`config.mk`:
```
export PLATFORM = sky130hd
export DESIGN_NAME = fpalu_arb
export DESIGN_NICKNAME = d
export VERILOG_FILES = /design/src/rtl/fpalu_arb.sv
export SDC_FILE = /design/constraint.sdc
export NUM_CORES = 1
export LEC_CHECK = 0
export ABC_AREA = 1
export BUFFER_PORTS_ARGS = -buffer_cell sky130_fd_sc_hd__buf_2
export CAP_MARGIN = 20
export CORE_MARGIN = 1
export CORE_UTILIZATION = 43
export DETAILED_ROUTE_END_ITERATION = 16
export PLACE_DENSITY = 0.76
export REMOVE_ABC_BUFFERS = 1
export SYNTH_ARGS = -nofsm -noshare
export SYNTH_HDL_FRONTEND = slang
export SYNTH_SLANG_ARGS = --single-unit
```
`constraint.sdc`:
```
create_clock -name clk -period 1.6 [get_ports clk]
set_input_delay 0.08 -clock clk [delete_from_list [all_inputs] [get_ports clk]]
set_output_delay 0.08 -clock clk [all_outputs]
set_load 0.01 [all_outputs]
```
`src/rtl/fpalu_arb.sv`:
```
// fpalu_arb: shares one fixed-latency FPALU between two requesters. Round-robin grant,
// registered issue, a latency-matched tag pipeline that routes each result to its owner,
// and an idle-driven sleep FSM that lets the top gate the ALU clock.
module fpalu_arb #(
  parameter int unsigned ALU_LAT  = 4,
  parameter int unsigned TAGW     = 4,
  parameter int unsigned IDLE_CYC = 8
) (
  input  logic            clk,
  input  logic            rst_n,
  input  logic            flush,
  input  logic            rq0_valid,
  output logic            rq0_ready,
  input  logic            rq0_add_muln,
  input  logic [28:0]     rq0_a,
  input  logic [28:0]     rq0_b,
  input  logic [TAGW-1:0] rq0_tag,
  input  logic            rq1_valid,
  output logic            rq1_ready,
  input  logic            rq1_add_muln,
  input  logic [28:0]     rq1_a,
  input  logic [28:0]     rq1_b,
  input  logic [TAGW-1:0] rq1_tag,
  output logic            alu_add_muln,
  output logic [28:0]     alu_a,
  output logic [28:0]     alu_b,
  input  logic [28:0]     alu_y,
  output logic            rsp0_valid,
  output logic            rsp1_valid,
  output logic [28:0]     rsp_y,
  output logic [TAGW-1:0] rsp_tag,
  output logic [2:0]      inflight,
  output logic            alu_sleep
);

  typedef enum logic [1:0] {StActive, StSleep, StWake} state_e;

  state_e           state_q, state_d;
  logic [7:0]       idle_q, idle_d;
  logic             last_grant_q;
  logic             gnt0, gnt1, gnt;
  logic [ALU_LAT:0] pipe_v_q, pipe_p_q;
  logic [TAGW-1:0]  pipe_tag_q [0:ALU_LAT];
  logic             done;
  logic [2:0]       inflight_q, inflight_d;
  logic             alu_add_muln_q;
  logic [28:0]      alu_a_q, alu_b_q;
  logic             rsp0_valid_q, rsp1_valid_q;
  logic [28:0]      rsp_y_q;
  logic [TAGW-1:0]  rsp_tag_q;

  // Round-robin grant: a lone requester wins; on contention the port not granted last wins.
  always_comb begin
    gnt0 = 1'b0;
    gnt1 = 1'b0;
    if (state_q == StActive && !flush) begin
      if (rq0_valid && (!rq1_valid || last_grant_q)) begin
        gnt0 = 1'b1;
      end else if (rq1_valid) begin
        gnt1 = 1'b1;
      end
    end
  end

  assign gnt       = gnt0 | gnt1;
  assign rq0_ready = gnt0;
  assign rq1_ready = gnt1;
  // Oldest pipeline slot valid: alu_y belongs to that op this cycle.
  assign done      = pipe_v_q[ALU_LAT];

  // Grant history; flush leaves it untouched.
  always_ff @(posedge clk or negedge rst_n) begin
    if (!rst_n) begin
      last_grant_q <= 1'b1;
    end else if (gnt) begin
      last_grant_q <= gnt1;
    end
  end

  // Issue register; holds its value between grants to avoid toggling the ALU inputs.
  always_ff @(posedge clk or negedge rst_n) begin
    if (!rst_n) begin
      alu_add_muln_q <= 1'b0;
      alu_a_q        <= '0;
      alu_b_q        <= '0;
    end else if (gnt) begin
      alu_add_muln_q <= gnt1 ? rq1_add_muln : rq0_add_muln;
      alu_a_q        <= gnt1 ? rq1_a : rq0_a;
      alu_b_q        <= gnt1 ? rq1_b : rq0_b;
    end
  end

  // Tag pipeline: {valid, port, tag} travels alongside the op through the ALU.
  always_ff @(posedge clk or negedge rst_n) begin
    if (!rst_n) begin
      pipe_v_q <= '0;
      pipe_p_q <= '0;
      for (int unsigned i = 0; i <= ALU_LAT; i++) pipe_tag_q[i] <= '0;
    end else begin
      pipe_v_q <= flush ? '0 : {pipe_v_q[ALU_LAT-1:0], gnt};
      pipe_p_q <= {pipe_p_q[ALU_LAT-1:0], gnt1};
      if (gnt) pipe_tag_q[0] <= gnt1 ? rq1_tag : rq0_tag;
      for (int unsigned i = 1; i <= ALU_LAT; i++) pipe_tag_q[i] <= pipe_tag_q[i-1];
    end
  end

  // Response register: capture alu_y and pulse the owner's valid for one cycle.
  always_ff @(posedge clk or negedge rst_n) begin
    if (!rst_n) begin
      rsp0_valid_q <= 1'b0;
      rsp1_valid_q <= 1'b0;
      rsp_y_q      <= '0;
      rsp_tag_q    <= '0;
    end else begin
      rsp0_valid_q <= !flush && done && !pipe_p_q[ALU_LAT];
      rsp1_valid_q <= !flush && done && pipe_p_q[ALU_LAT];
      if (done) begin
        rsp_y_q   <= alu_y;
        rsp_tag_q <= pipe_tag_q[ALU_LAT];
      end
    end
  end

  // In-flight count: +1 per grant, -1 per result leaving the ALU.
  always_comb begin
    inflight_d = inflight_q;
    if (flush) begin
      inflight_d = '0;
    end else if (gnt && !done) begin
      inflight_d = inflight_q + 3'd1;
    end else if (!gnt && done) begin
      inflight_d = inflight_q - 3'd1;
    end
  end

  // Sleep FSM next state: count idle cycles, sleep, then one wake cycle before granting.
  always_comb begin
    state_d = state_q;
    idle_d  = idle_q;
    if (flush) begin
      state_d = StActive;
      idle_d  = '0;
    end else begin
      case (state_q)
        StActive: begin
          if (!rq0_valid && !rq1_valid && inflight_q == 3'd0) begin
            if (idle_q == 8'(IDLE_CYC - 1)) begin
              state_d = StSleep;
              idle_d  = '0;
            end else begin
              idle_d = idle_q + 8'd1;
            end
          end else begin
            idle_d = '0;
          end
        end
        StSleep: if (rq0_valid || rq1_valid) state_d = StWake;
        StWake:  state_d = StActive;
        default: state_d = StActive;
      endcase
    end
  end

  // State, idle counter and in-flight count registers.
  always_ff @(posedge clk or negedge rst_n) begin
    if (!rst_n) begin
      state_q    <= StActive;
      idle_q     <= '0;
      inflight_q <= '0;
    end else begin
      state_q    <= state_d;
      idle_q     <= idle_d;
      inflight_q <= inflight_d;
    end
  end

  assign alu_add_muln = alu_add_muln_q;
  assign alu_a        = alu_a_q;
  assign alu_b        = alu_b_q;
  assign rsp0_valid   = rsp0_valid_q;
  assign rsp1_valid   = rsp1_valid_q;
  assign rsp_y        = rsp_y_q;
  assign rsp_tag      = rsp_tag_q;
  assign inflight     = inflight_q;
  assign alu_sleep    = (state_q == StSleep);

endmodule

```
# Yosys cells after proc, flatten, opt, wreduce, memory -nomap -nowiden
# Index checks and enable logic that the tools add are counted.
# op_classes
muxes	22
n_bitwise	1
n_shift	0
n_addsub	3
multipliers	0
eq_ne	5
order_cmp	0
n_div	0
reduce_logical	22
# ops
operator	count
$mux W29	2
$mux W8	4
$logic_and A1 B1 Y1	9
$mux W3	3
$ne A3 B2 Y1 const B	3
$add A8 B1 Y8 const B	1
$eq A8 B3 Y1 const B	1
$mux W2	4
$logic_not A1 Y1	6
$mux W1	6
$mux W5	1
$mux W4	1
$pmux W2 S2	1
$add A3 B1 Y3 const B	1
$logic_not A3 Y1	1
$reduce_and A3 Y1	1
$reduce_bool A3 Y1	1
$sub A3 B1 Y3 const B	1
$eq A2 B1 Y1 const B	1
$logic_not A2 Y1	1
$logic_or A1 B1 Y1	2
$reduce_bool A2 Y1	1
$or A1 B1 Y1	1
# totals
regBits	138
elab_cells	71
ramBits	0
latchBits	0
mem_bits_ro	0
memories	0

# Logic depth before layout (Yosys ltp)
# logic_depth
depth_word	11
mapped_depth	10

# Worst setup path before layout
# OpenSTA, ideal clock, no wires.
# synth_timing
path_kind	register -> register
from	reg pipe_v_q[4]
to	reg inflight_q[2] (netlist: inflight[2])
arrival_time_ps	1619
slack_ps	-136
n_path_buf	1
path_stages_with_launch	11
setup_time_ps	118
required_ps	1482
synth_period_minus_slack_ps	1736
path_cell_list	dfrtp_1 buf_2 clkinv_1 nand4_1 inv_1 fa_1 xor2_1 inv_1 nand2_1 nand3_1 nand2_1
# synth_between
elab_chain_len	4
# synth_lines
element	line	text
from (decl)	42	logic [ALU_LAT:0] pipe_v_q, pipe_p_q;
from (signal assigned)	100	pipe_v_q <= flush ? '0 : {pipe_v_q[ALU_LAT-1:0], gnt};
$logic_not A1 Y1	129	end else if (gnt && !done) begin
$logic_and A1 B1 Y1	129	
$mux W3	129	
$mux W3	127	if (flush) begin
to (signal assigned)	173	inflight_q <= inflight_d;
to (decl)	45	logic [2:0] inflight_q, inflight_d;
# Several ways; a longest one is shown, not always the timed one.
# A chain may end at the register's enable or synchronous reset.

# Final worst setup path
# layout_timing
from	reg state_q[0]
to	out rq1_ready
# layout_between
elab_chain_len	3
# layout_lines
element	line	text
from (decl)	38	state_e state_q, state_d;
from (signal assigned)	167	state_q <= StActive;
from (signal assigned)	171	state_q <= state_d;
$logic_not A2 Y1	56	if (state_q == StActive && !flush) begin
$logic_and A1 B1 Y1	56	
$mux W1	56	
to (decl)	19	output logic rq1_ready,
# Every way passes these cells.

==> results summary <==
The run finished with clean final reports. The net total in the final layout is 1358. The hold violation count in the final report is 0. After synthesis, the largest area contributor takes up 55.58% of total cell area. The hold path depth came out at 5. The highest clock rate is 0.6436 GHz. The most frequent standard cell in the layout excluding fill and tap cells is nand2_1. The relative max-transition margin is 75.83%. The count of routing violations after the opening detailed-route iteration is 450. The count of unresolved DRC violations after routing came out at 0. The sequential-to-total area share from yosys stat is 56.00%. The largest net degree at the start of global routing came out at 50. Clock skew on the completed layout was measured at 0.006813 ns. The count of synthesis-stage warnings from yosys came out at 0. For hold timing, the worst endpoint is alu_b[8]$_DFFE_PN0P_. The min-delay analysis places its worst path in the category input pin to flip-flop. The cell count after placement is 1199. The average wire per standard cell is 14.42 um. The area of the die is 0.01483 mm^2. The number of buffers on the longest clock path came out at 2. Counting cells, the worst reg-to-reg path comes to 9. The H-tree generated during clock tree synthesis spans 4 levels. The final weighted congestion of routability-driven global placement is 0.7734. Of the cells placed in the final design, the portion with a size suffix greater than 1 is 28.29%. The largest individual stage delay along the critical path comes from the cell dfrtp_1. The clock drives 138 sinks. The post-route minimum period is 1.554 ns. In this design, the critical path's most frequently occurring cell is nand2_4. The die is 121.8 um wide. The placed wire-length estimate is 10.72 mm. Max-cap violations in this run came to 0. After clock tree synthesis, the clock-pin slew on the worst setup and hold paths is 0.06 ns.

Of the available clock period, the critical path in the final layout requires 97.10%. Data on the critical path arrives at its endpoint at 1.47 ns. The total placed instance area is 0.007651 mm^2. The antenna diode count is 0. Setup repair after global routing could not meet its margin everywhere. Ranked by total cell area, the synthesized netlist is headed by dfrtp_1 56%, nand2_1 20%, inv_1 5.5%. The via count of the first global-routing pass was 6576. The floorplan row count is 43. The number of clock buffers added by TritonCTS is 17.

The final number of max-transition violations is 0. The top-level port count is 260. The minimum setup slack among reg-to-reg paths is 0.06 ns. The register bit total from synthesis came out at 138. The post-synthesis cell type count is 28. The largest vdd supply drop came out at 769.5 uV. Before antenna repair, the detailed router went through 5 iterations.

The first global-routing pass estimated 31.10 mm of wire. The origin of the critical flop-to-flop path is state_q[0]$_DFFE_PN0P_. The biggest area contributor in the post-synthesis netlist is dfrtp_1.

The gate count of the mapped netlist is 781. The worst setup path is launched from a flip-flop. The post-route antenna net violation count is 0. The area overhead of the layout relative to synthesis is 61.28%. The slew of the pin with the lowest slew margin is 0.3626 ns. The overall track demand over capacity in global routing came out at 27.27%. The largest stage delay on the critical path is 0.43 ns. The average instance area after synthesis came out at 7.898 um^2. The analysis attributes to cell leakage a power of 5.617 nW.

The core region is 0.01393 mm^2. After global routing the overflow that remains totals 0. The source of the worst hold timing path is rq0_b[8]. Of all nets on the critical path, the largest fanout is 4. The areal power density over the cells is 1173 mW/mm^2. TritonCTS built the clock tree. The post-synthesis instance area is 0.006168 mm^2. The endpoint identified for the worst register-to-register timing path is alu_a[25]$_DFFE_PN0P_. Traced cell by cell, the critical path runs through inv_2, nand2_4, nor2_4, nand2_4, buf_16, inv_4, buf_6. The finished layout holds 1389 standard cells, fillers aside.

Setup violations remaining at the end of the flow were counted as 0. For the worst-skew pair, the clock arrives at the later sink with an insertion delay of 0.41 ns. The tree is rooted in a clkbuf_16. The top cell types in the final layout, fill and taps aside, are 332 x nand2_1, 257 x buf_2, 149 x dlygate4sd3_1. The final cell area excluding filler cells came out at 0.009948 mm^2.

The ratio of routed vias to standard cells is 4.793. The cell class contributing the biggest share of worst-path delay is flip-flops. The critical path is of the flip-flop to output pin type. During placement, the flow inserted port buffers numbering 259. The nature of the critical path endpoint is an output pin. The final wirelength is 20.03 mm. The initial utilization of the core area, before any placement, comes to 44.27%. The die is 121.8 um tall.

Together, buffers and inverters on the worst path number 4. The overall via count from detail_route came out at 6658. The number of antenna violations at the first check in global routing came out at 1. The data required time at the worst endpoint came out at 1.52 ns.
worst register-to-register path: cells and delay by family, from the launching register on:
family	cells	cell delay [ns]
flops	1	0.43
compound gates	1	0.12
simple gates	5	0.39
buf+inv	3	0.53
flip-flops by register name, indices dropped and copies added, names as in the netlist:
register	flops
pipe_p_q	5
inflight	3
rsp1_valid	1
alu_add_muln	1
pipe_v_q	5
state_q	2
idle_q	8
alu_a	29
last_grant_q	1
rsp_y	29
alu_b	29
rsp_tag	4
pipe_tag_q	20
rsp0_valid	1
area by class of cell:
cell class,instances,area (um^2)
Fill cell,965,3986
Sequential cell,138,3455
Timing Repair Buffer,433,3152
Multi-Input combinational cell,510,2162
Clock buffer,17,425.4
Inverter,96,362.8
Tap cell,180,225.2
Clock inverter,15,166.4
routing by layer:
metal  GRT usage (%)  vias to the layer above  wire (um)  part of all wire (%)
li1                -                     3163          -                     -
met1           31.31                     3046       7816                    39
met2           45.02                      367       9746                    49
met3           7.912                       82       1570                   7.8
met4           16.28                        0        894                   4.5
met5               0                        -          0                     0
timing repair:
action | 4_1_cts | 5_1_grt
pin swaps | 1 | 5
gates resized for setup | 5 | 23
hold buffers | 149 | 0
hold endpoints to repair | 229 | 0
setup buffers | 3 | 3
setup endpoints to repair | 2 | 45
gates cloned | 3 | 0
cell usage after synthesis:
cell      number
nor3_1         1
clkinv_1       1
nor2_4         1
xnor2_1        1
and3_1         1
nand2_1      335
inv_1         91
fa_1           1
buf_4         10
a21oi_1        2
nand2_2        2
nand3_1        7
ha_1           1
o21ai_1       58
o21ai_0        9
clkbuf_1      12
dfstp_2        1
a211oi_1       1
nand3_2        1
inv_2          4
dfrtp_1      137
nor2_2         1
a31oi_1        1
nand4_1        6
nor2_1        79
buf_6         10
xor2_1         2
buf_2          5
worst max path at each step:
stage | start | end | cells past startpoint
detailed placement | state_q[0]$_DFFE_PN0P_ | inflight[2]$_DFFE_PN0P_ | 9
CTS | state_q[1]$_DFFE_PN0P_ | rq1_ready | 7
floorplan | pipe_v_q[4]$_DFF_PN0_ | inflight[2]$_DFFE_PN0P_ | 9
finish | state_q[0]$_DFFE_PN0P_ | rq1_ready | 7
global route | state_q[1]$_DFFE_PN0P_ | rq1_ready | 7
global placement | state_q[0]$_DFFE_PN0P_ | inflight[2]$_DFFE_PN0P_ | 9
cell families after synthesis:
| family | after synthesis | synth area share, % |
|---|---|---|
| AOI/OAI and AO/OA | 71 | 5.822 |
| adders and majority gates | 2 | 0.5274 |
| and+or+nand+nor | 434 | 27.20 |
| DFF | 138 | 56.00 |
| xor gates and xnor gates | 3 | 0.4260 |
| buffers and inverters | 133 | 10.02 |
stage by stage:
step            TNS, ns  utilization [%]  power [mW]  hold WS (ns)  setup slack [ns]
2_1_floorplan    -66.40                -       5.969       -0.2156            -1.317
3_3_place_gp          0            54.91       7.207      -0.03692            0.1469
3_5_place_dp          0            54.91       7.286      -0.03239            0.1161
4_1_cts               0            70.87       11.59      0.001675          0.007481
5_1_grt        -0.02054            71.39       12.31       0.03301          -0.01917
6_report              0            71.39       11.67       0.01490           0.04632
power by group:
| group | total [mW] | internal [mW] | switching [mW] |
|---|---|---|---|
| sequential | 4.73 | 4.29 | 0.445 |
| combinational | 3.03 | 1.38 | 1.65 |
| clock | 3.90 | 2.32 | 1.58 |
(Power assumes the default switching activity.)
